$ cat src/rtl/keyboard_decoder.sv
// keyboard_decoder
//   PS/2 keyboard receiver plus game-command decoder.
//   Receives 11-bit PS/2 frames (start, 8 data LSB first, odd parity, stop),
//   tracks E0 (extended) and F0 (break) prefixes and turns the arrow keys /
//   WASD into a held 3-bit command.
//
// Ports
//   clk             in   system clock, rising edge
//   rst             in   synchronous active-high reset
//   ps2_clk         in   keyboard clock (asynchronous to clk)
//   ps2_data        in   keyboard data  (asynchronous to clk)
//   keyboard_signal out  held command: 000 idle, 100 down, 101 left,
//                        110 right, 111 rotate
//   scan_code       out  last correctly received byte
//   code_strobe     out  one-cycle pulse per correctly received byte
//   frame_error     out  one-cycle pulse per rejected or timed-out frame
module keyboard_decoder #(
    parameter int TIMEOUT_CYCLES = 100000
) (
    input  logic       clk,
    input  logic       rst,
    input  logic       ps2_clk,
    input  logic       ps2_data,
    output logic [2:0] keyboard_signal,
    output logic [7:0] scan_code,
    output logic       code_strobe,
    output logic       frame_error
);

    localparam int TMO_W = $clog2(TIMEOUT_CYCLES + 1);

    localparam logic [2:0] ACT_NONE   = 3'b000;
    localparam logic [2:0] ACT_DOWN   = 3'b100;
    localparam logic [2:0] ACT_LEFT   = 3'b101;
    localparam logic [2:0] ACT_RIGHT  = 3'b110;
    localparam logic [2:0] ACT_ROTATE = 3'b111;

    typedef enum logic {
        S_IDLE,
        S_RECV
    } state_t;

    // Synchronizers and edge detector
    logic             clk_meta_q, clk_sync_q, clk_prev_q;
    logic             data_meta_q, data_sync_q;

    // Receiver
    state_t           state_q, state_d;
    logic [3:0]       bit_cnt_q, bit_cnt_d;
    logic [8:0]       shift_q, shift_d;
    logic [TMO_W-1:0] tmo_cnt_q, tmo_cnt_d;

    // Decoder
    logic             e0_q, e0_d;
    logic             f0_q, f0_d;
    logic [2:0]       key_q, key_d;
    logic [7:0]       scan_q, scan_d;
    logic             strobe_q, strobe_d;
    logic             ferr_q, ferr_d;

    logic             ps2_fall;
    logic             frame_ok;
    logic             frame_bad;
    logic [2:0]       action;

    // Map a scan code to a command; ext selects the E0-prefixed table.
    function automatic logic [2:0] map_key(input logic [7:0] code, input logic ext);
        logic [2:0] act;
        act = ACT_NONE;
        if (ext) begin
            case (code)
                8'h72:   act = ACT_DOWN;
                8'h6B:   act = ACT_LEFT;
                8'h74:   act = ACT_RIGHT;
                8'h75:   act = ACT_ROTATE;
                default: act = ACT_NONE;
            endcase
        end else begin
            case (code)
                8'h1B:   act = ACT_DOWN;
                8'h1C:   act = ACT_LEFT;
                8'h23:   act = ACT_RIGHT;
                8'h1D:   act = ACT_ROTATE;
                default: act = ACT_NONE;
            endcase
        end
        return act;
    endfunction

    // Registered falling edge: previous synchronized level high, current low.
    assign ps2_fall = clk_prev_q & ~clk_sync_q;

    always_comb begin
        state_d   = state_q;
        bit_cnt_d = bit_cnt_q;
        shift_d   = shift_q;
        tmo_cnt_d = tmo_cnt_q;
        e0_d      = e0_q;
        f0_d      = f0_q;
        key_d     = key_q;
        scan_d    = scan_q;
        strobe_d  = 1'b0;
        ferr_d    = 1'b0;
        frame_ok  = 1'b0;
        frame_bad = 1'b0;
        action    = ACT_NONE;

        case (state_q)
            S_IDLE: begin
                tmo_cnt_d = '0;
                bit_cnt_d = 4'd0;
                // A high sample here is line noise or a glitch, not a start bit.
                if (ps2_fall && !data_sync_q) begin
                    state_d   = S_RECV;
                    bit_cnt_d = 4'd1;
                end
            end
            S_RECV: begin
                if (ps2_fall) begin
                    tmo_cnt_d = '0;
                    if (bit_cnt_q == 4'd10) begin
                        // Stop bit: shift_q holds {parity, data[7:0]}.
                        state_d   = S_IDLE;
                        bit_cnt_d = 4'd0;
                        if ((^shift_q) && data_sync_q) begin
                            frame_ok = 1'b1;
                        end else begin
                            frame_bad = 1'b1;
                        end
                    end else begin
                        // Shift in from the top so data bit 0 ends up at [0].
                        shift_d   = {data_sync_q, shift_q[8:1]};
                        bit_cnt_d = bit_cnt_q + 4'd1;
                    end
                end else if (tmo_cnt_q == TMO_W'(TIMEOUT_CYCLES - 1)) begin
                    state_d   = S_IDLE;
                    bit_cnt_d = 4'd0;
                    tmo_cnt_d = '0;
                    frame_bad = 1'b1;
                end else begin
                    tmo_cnt_d = tmo_cnt_q + TMO_W'(1);
                end
            end
            default: begin
                state_d   = S_IDLE;
                bit_cnt_d = 4'd0;
                tmo_cnt_d = '0;
            end
        endcase

        if (frame_ok) begin
            strobe_d = 1'b1;
            scan_d   = shift_q[7:0];
            if (shift_q[7:0] == 8'hE0) begin
                e0_d = 1'b1;
            end else if (shift_q[7:0] == 8'hF0) begin
                f0_d = 1'b1;
            end else begin
                action = map_key(shift_q[7:0], e0_q);
                e0_d   = 1'b0;
                f0_d   = 1'b0;
                if (action != ACT_NONE) begin
                    if (!f0_q) begin
                        // Make: newest press wins; a typematic repeat rewrites the same value.
                        key_d = action;
                    end else if (action == key_q) begin
                        // Break only releases the command it belongs to.
                        key_d = ACT_NONE;
                    end
                end
            end
        end

        if (frame_bad) begin
            ferr_d = 1'b1;
            e0_d   = 1'b0;
            f0_d   = 1'b0;
        end
    end

    always_ff @(posedge clk) begin
        if (rst) begin
            clk_meta_q  <= 1'b1;
            clk_sync_q  <= 1'b1;
            clk_prev_q  <= 1'b1;
            data_meta_q <= 1'b1;
            data_sync_q <= 1'b1;
            state_q     <= S_IDLE;
            bit_cnt_q   <= 4'd0;
            shift_q     <= 9'd0;
            tmo_cnt_q   <= '0;
            e0_q        <= 1'b0;
            f0_q        <= 1'b0;
            key_q       <= ACT_NONE;
            scan_q      <= 8'h00;
            strobe_q    <= 1'b0;
            ferr_q      <= 1'b0;
        end else begin
            clk_meta_q  <= ps2_clk;
            clk_sync_q  <= clk_meta_q;
            clk_prev_q  <= clk_sync_q;
            data_meta_q <= ps2_data;
            data_sync_q <= data_meta_q;
            state_q     <= state_d;
            bit_cnt_q   <= bit_cnt_d;
            shift_q     <= shift_d;
            tmo_cnt_q   <= tmo_cnt_d;
            e0_q        <= e0_d;
            f0_q        <= f0_d;
            key_q       <= key_d;
            scan_q      <= scan_d;
            strobe_q    <= strobe_d;
            ferr_q      <= ferr_d;
        end
    end

    assign keyboard_signal = key_q;
    assign scan_code       = scan_q;
    assign code_strobe     = strobe_q;
    assign frame_error     = ferr_q;

endmodule

$ cat config.mk
export PLATFORM = sky130hd
export DESIGN_NAME = keyboard_decoder
export DESIGN_NICKNAME = d
export VERILOG_FILES = /design/src/rtl/keyboard_decoder.sv
export SDC_FILE = /design/constraint.sdc
export NUM_CORES = 1
export LEC_CHECK = 0
export CAP_MARGIN = 20
export CORE_UTILIZATION = 30
export CTS_BUF_LIST = sky130_fd_sc_hd__clkbuf_4
export CTS_CLUSTER_DIAMETER = 30
export DETAILED_ROUTE_END_ITERATION = 16
export SLEW_MARGIN = 25
export SYNTH_ARGS = -nofsm -noshare
export SYNTH_HDL_FRONTEND = slang
export SYNTH_SLANG_ARGS = --single-unit
$ cat constraint.sdc
create_clock -name clk -period 3.6 [get_ports clk]
set_input_delay 0.54 -clock clk [delete_from_list [all_inputs] [get_ports clk]]
set_output_delay 0.54 -clock clk [all_outputs]
set_load 0.005 [all_outputs]
==> summary.txt <==
Synth
  – Synth Cell Area: 2460 sq um
  – Syn Nets: 315
  – Predominant post-synthesis flop cell: dfxtp_1
  – Ys Warns: 0
  – Async S/R FF share, synth: 0
  – Sequential-to-total area share from yosys stat: 0.416
  – Post-synth EDFFs: 0
  – Mean post-synth cell area: 8.35 sq um
  – Netlist cell types: 40
  – Post-synth top area share: 0.416
  – Cell taking the most area after synthesis: dfxtp_1
  – Largest cells by area after synthesis: dfxtp_1 42%, ha_1 8.7%, nor2_1 7.6%, nand2_1 4.9%, a21oi_1 4.3%
  – Post-Syn Instances: 294
  – Yosys reg bits: 51

STA
  – Slew at the pin with the worst max-slew slack: 957 ps
  – Final hold violations: 0
  – Minimum clock period: 2870 ps
  – Setup violations, final: 0
  – Crit share post-route: 0.798
  – TNS Setup: 0 ps
  – Hold WS: 428 ps
  – Final Max Slew Viols: 0
  – Maximum clock rate: 348 MHz
  – Worst Skew: 13.6 ps
  – RSZ-0062 raised after global routing: false
  – Worst slew margin: 0.344

Routing
  – Antenna viol nets, final: 0
  – 1st-iter DRT viols: 62
  – DRC Markers: 0
  – DR pass1 iterations: 4
  – DR WL/cell: 11.5 microns
  – Via count: 1955
  – Vias/cell: 4.77
  – DRT Wirelength: 4700 microns

Clocking
  – Post-CTS resize count: 0
  – CTS root buf: clkbuf_4
  – H-tree Lvls: 2
  – Worst-skew pair later-pin latency: 360 ps
  – Clock Sinks: 51
  – CTS tree: built
  – Hold Buf Count CTS: 0
  – Post-CTS Setup Inserts: 0
  – Worst-path clk slew: 150 ps
  – CTS Buf Count: 5
  – Bufs on Longest Clock Path: 2

GRT
  – Number of global-route vias before repair: 1865
  – GRT met3 Usage: 0.0296
  – Grt total ovfl: 0
  – Largest net degree at the start of global routing: 38
  – Met2 Resource Use GR: 0.204
  – First-pass GRT wire length: 8320 microns
  – GRT Total Usage: 0.120
  – Busiest metal layer after global routing: met2
  – M1 GR Usage: 0.148
  – Antenna violations before repair: 0

Die
  – Core box area: 7810 sq um
  – Row cnt: 32
  – Die area: 8550 sq um
  – Die X: 92.5 microns
  – Initial core utilization: 0.315
  – # IOs: 17
  – Die Ht: 92.5 microns

Finish
  – Area growth syn-to-layout: 13.4%
  – Final Core Density: 0.357
  – Nets: 329
  – Fin cells: 410
  – Highest-count cells in the layout ignoring fill and taps: 51 x dfxtp_1, 50 x nor2_1, 32 x nand2_1, 21 x a21oi_1, 17 x ha_1
  – Layout cells sized above 1: 0.0422
  – Commonest non-fill, non-tap cell in the layout: dfxtp_1
  – Ant diodes: 0

Power and ir drop
  – Max VDD drop: 0.000163 V
  – Total power: 0.000912 W
  – Static leakage: 0.928 nW
  – Power Density: 328 nW/um^2

Critical path
  – Worst Path Arrival: 3160 ps
  – Worst r2r src: shift_q[6]$_SDFFE_PP0P_
  – Critical path class: flip-flop to flip-flop
  – Critical path startpoint category: flip-flop
  – R2R Setup Slk: 730 ps
  – Cells on worst reg2reg path: 8
  – CP Max Fanout: 13
  – Worst R2R End: keyboard_signal[2]$_SDFFE_PP0P_
  – Critical path endpoint category: flip-flop
  – CP Launch Point: shift_q[6]$_SDFFE_PP0P_
  – End point of the critical path: keyboard_signal[2]$_SDFFE_PP0P_
  – Worst EP required: 3890 ps

Job
  – Number of max-cap violations: 0

Placement
  – DPL Wire Length: 3390 microns
  – I/O Buffers: 16
  – GP Congestion: 0.762
  – Post-placement cell count: 403

Run status
  – Outcome: completed

Worst hold path
  – Hold crit path type: flip-flop to flip-flop
-- worst min path at each step --
stage,startpoint,to,slack [ps],cells after the start
detailed placement,clk_meta_q$_SDFF_PP1_,clk_sync_q$_SDFF_PP1_,400,1
floorplan,clk_meta_q$_SDFF_PP1_,clk_sync_q$_SDFF_PP1_,390,1
global route,data_meta_q$_SDFF_PP1_,data_sync_q$_SDFF_PP1_,460,1
global placement,clk_meta_q$_SDFF_PP1_,clk_sync_q$_SDFF_PP1_,400,1
CTS,data_meta_q$_SDFF_PP1_,data_sync_q$_SDFF_PP1_,430,1
finish,data_meta_q$_SDFF_PP1_,data_sync_q$_SDFF_PP1_,430,1
-- cells in the mapped netlist (6+ instances only) --
library cell and count:
dfxtp_1 51, nor3_1 6, nand4_1 9, nand3_1 7, xor2_1 10, nand2_1 32
a21oi_1 21, ha_1 17, xnor2_1 10, inv_1 11, clkbuf_1 7, o21ai_0 7
nor2_1 50
-- critical path, stage by stage, from the launching register on --
cell     delay, ps
dfxtp_1        430
inv_1           90
ha_1           310
xnor3_1        380
xor2_1         180
nor2_1         130
nand4_1        440
or4_1          650
a31oi_1        190
-- routing by layer --
| layer | up-vias | wire, microns |
|---|---|---|
| li1 | 1021 | - |
| met1 | 878 | 2270 |
| met2 | 46 | 2130 |
| met3 | 10 | 226 |
| met4 | 0 | 68 |
| met5 | - | 0 |
-- flip-flops by register name (all words and copies together), names as in the netlist, 3 cells and up --
| name | cells |
|---|---|
| tmo_cnt_q | 17 |
| scan_code | 8 |
| bit_cnt_q | 4 |
| keyboard_signal | 3 |
| shift_q | 9 |
-- report_power, final --
group | switching (W) | internal [W]
registers | 0.00000256 | 0.000568
logic | 0.0000120 | 0.0000109
clock network | 0.000176 | 0.000143
-- per-stage QoR --
step | instance area [sq um] | worst slack [ps]
floorplan | 2460 | 1360
detailed placement | 2710 | 711
finish | 2790 | 726
global placement | 2710 | 836
CTS | 2790 | 656
global route | 2790 | 418
-- cell type report --
type	instances	area, sq um
well taps	102	128
fillers	843	5020
inverters	11	41.3
multi-input cells	222	1350
repair buffers	17	168
clock buffers	5	37.5
flip-flops and latches	51	1020
clock inverters	2	37.5
-- cells by family after synthesis --
| logic type | Yosys count | synth area share |
|---|---|---|
| compound gates | 43 | 0.0998 |
| xor+xnor | 21 | 0.0805 |
| fa+ha+maj | 17 | 0.0866 |
| buf+inv | 21 | 0.0336 |
| flops | 51 | 0.416 |
| mux | 3 | 0.0122 |
| simple gates | 138 | 0.272 |
Note: power is estimated with default switching activity, not from simulation.
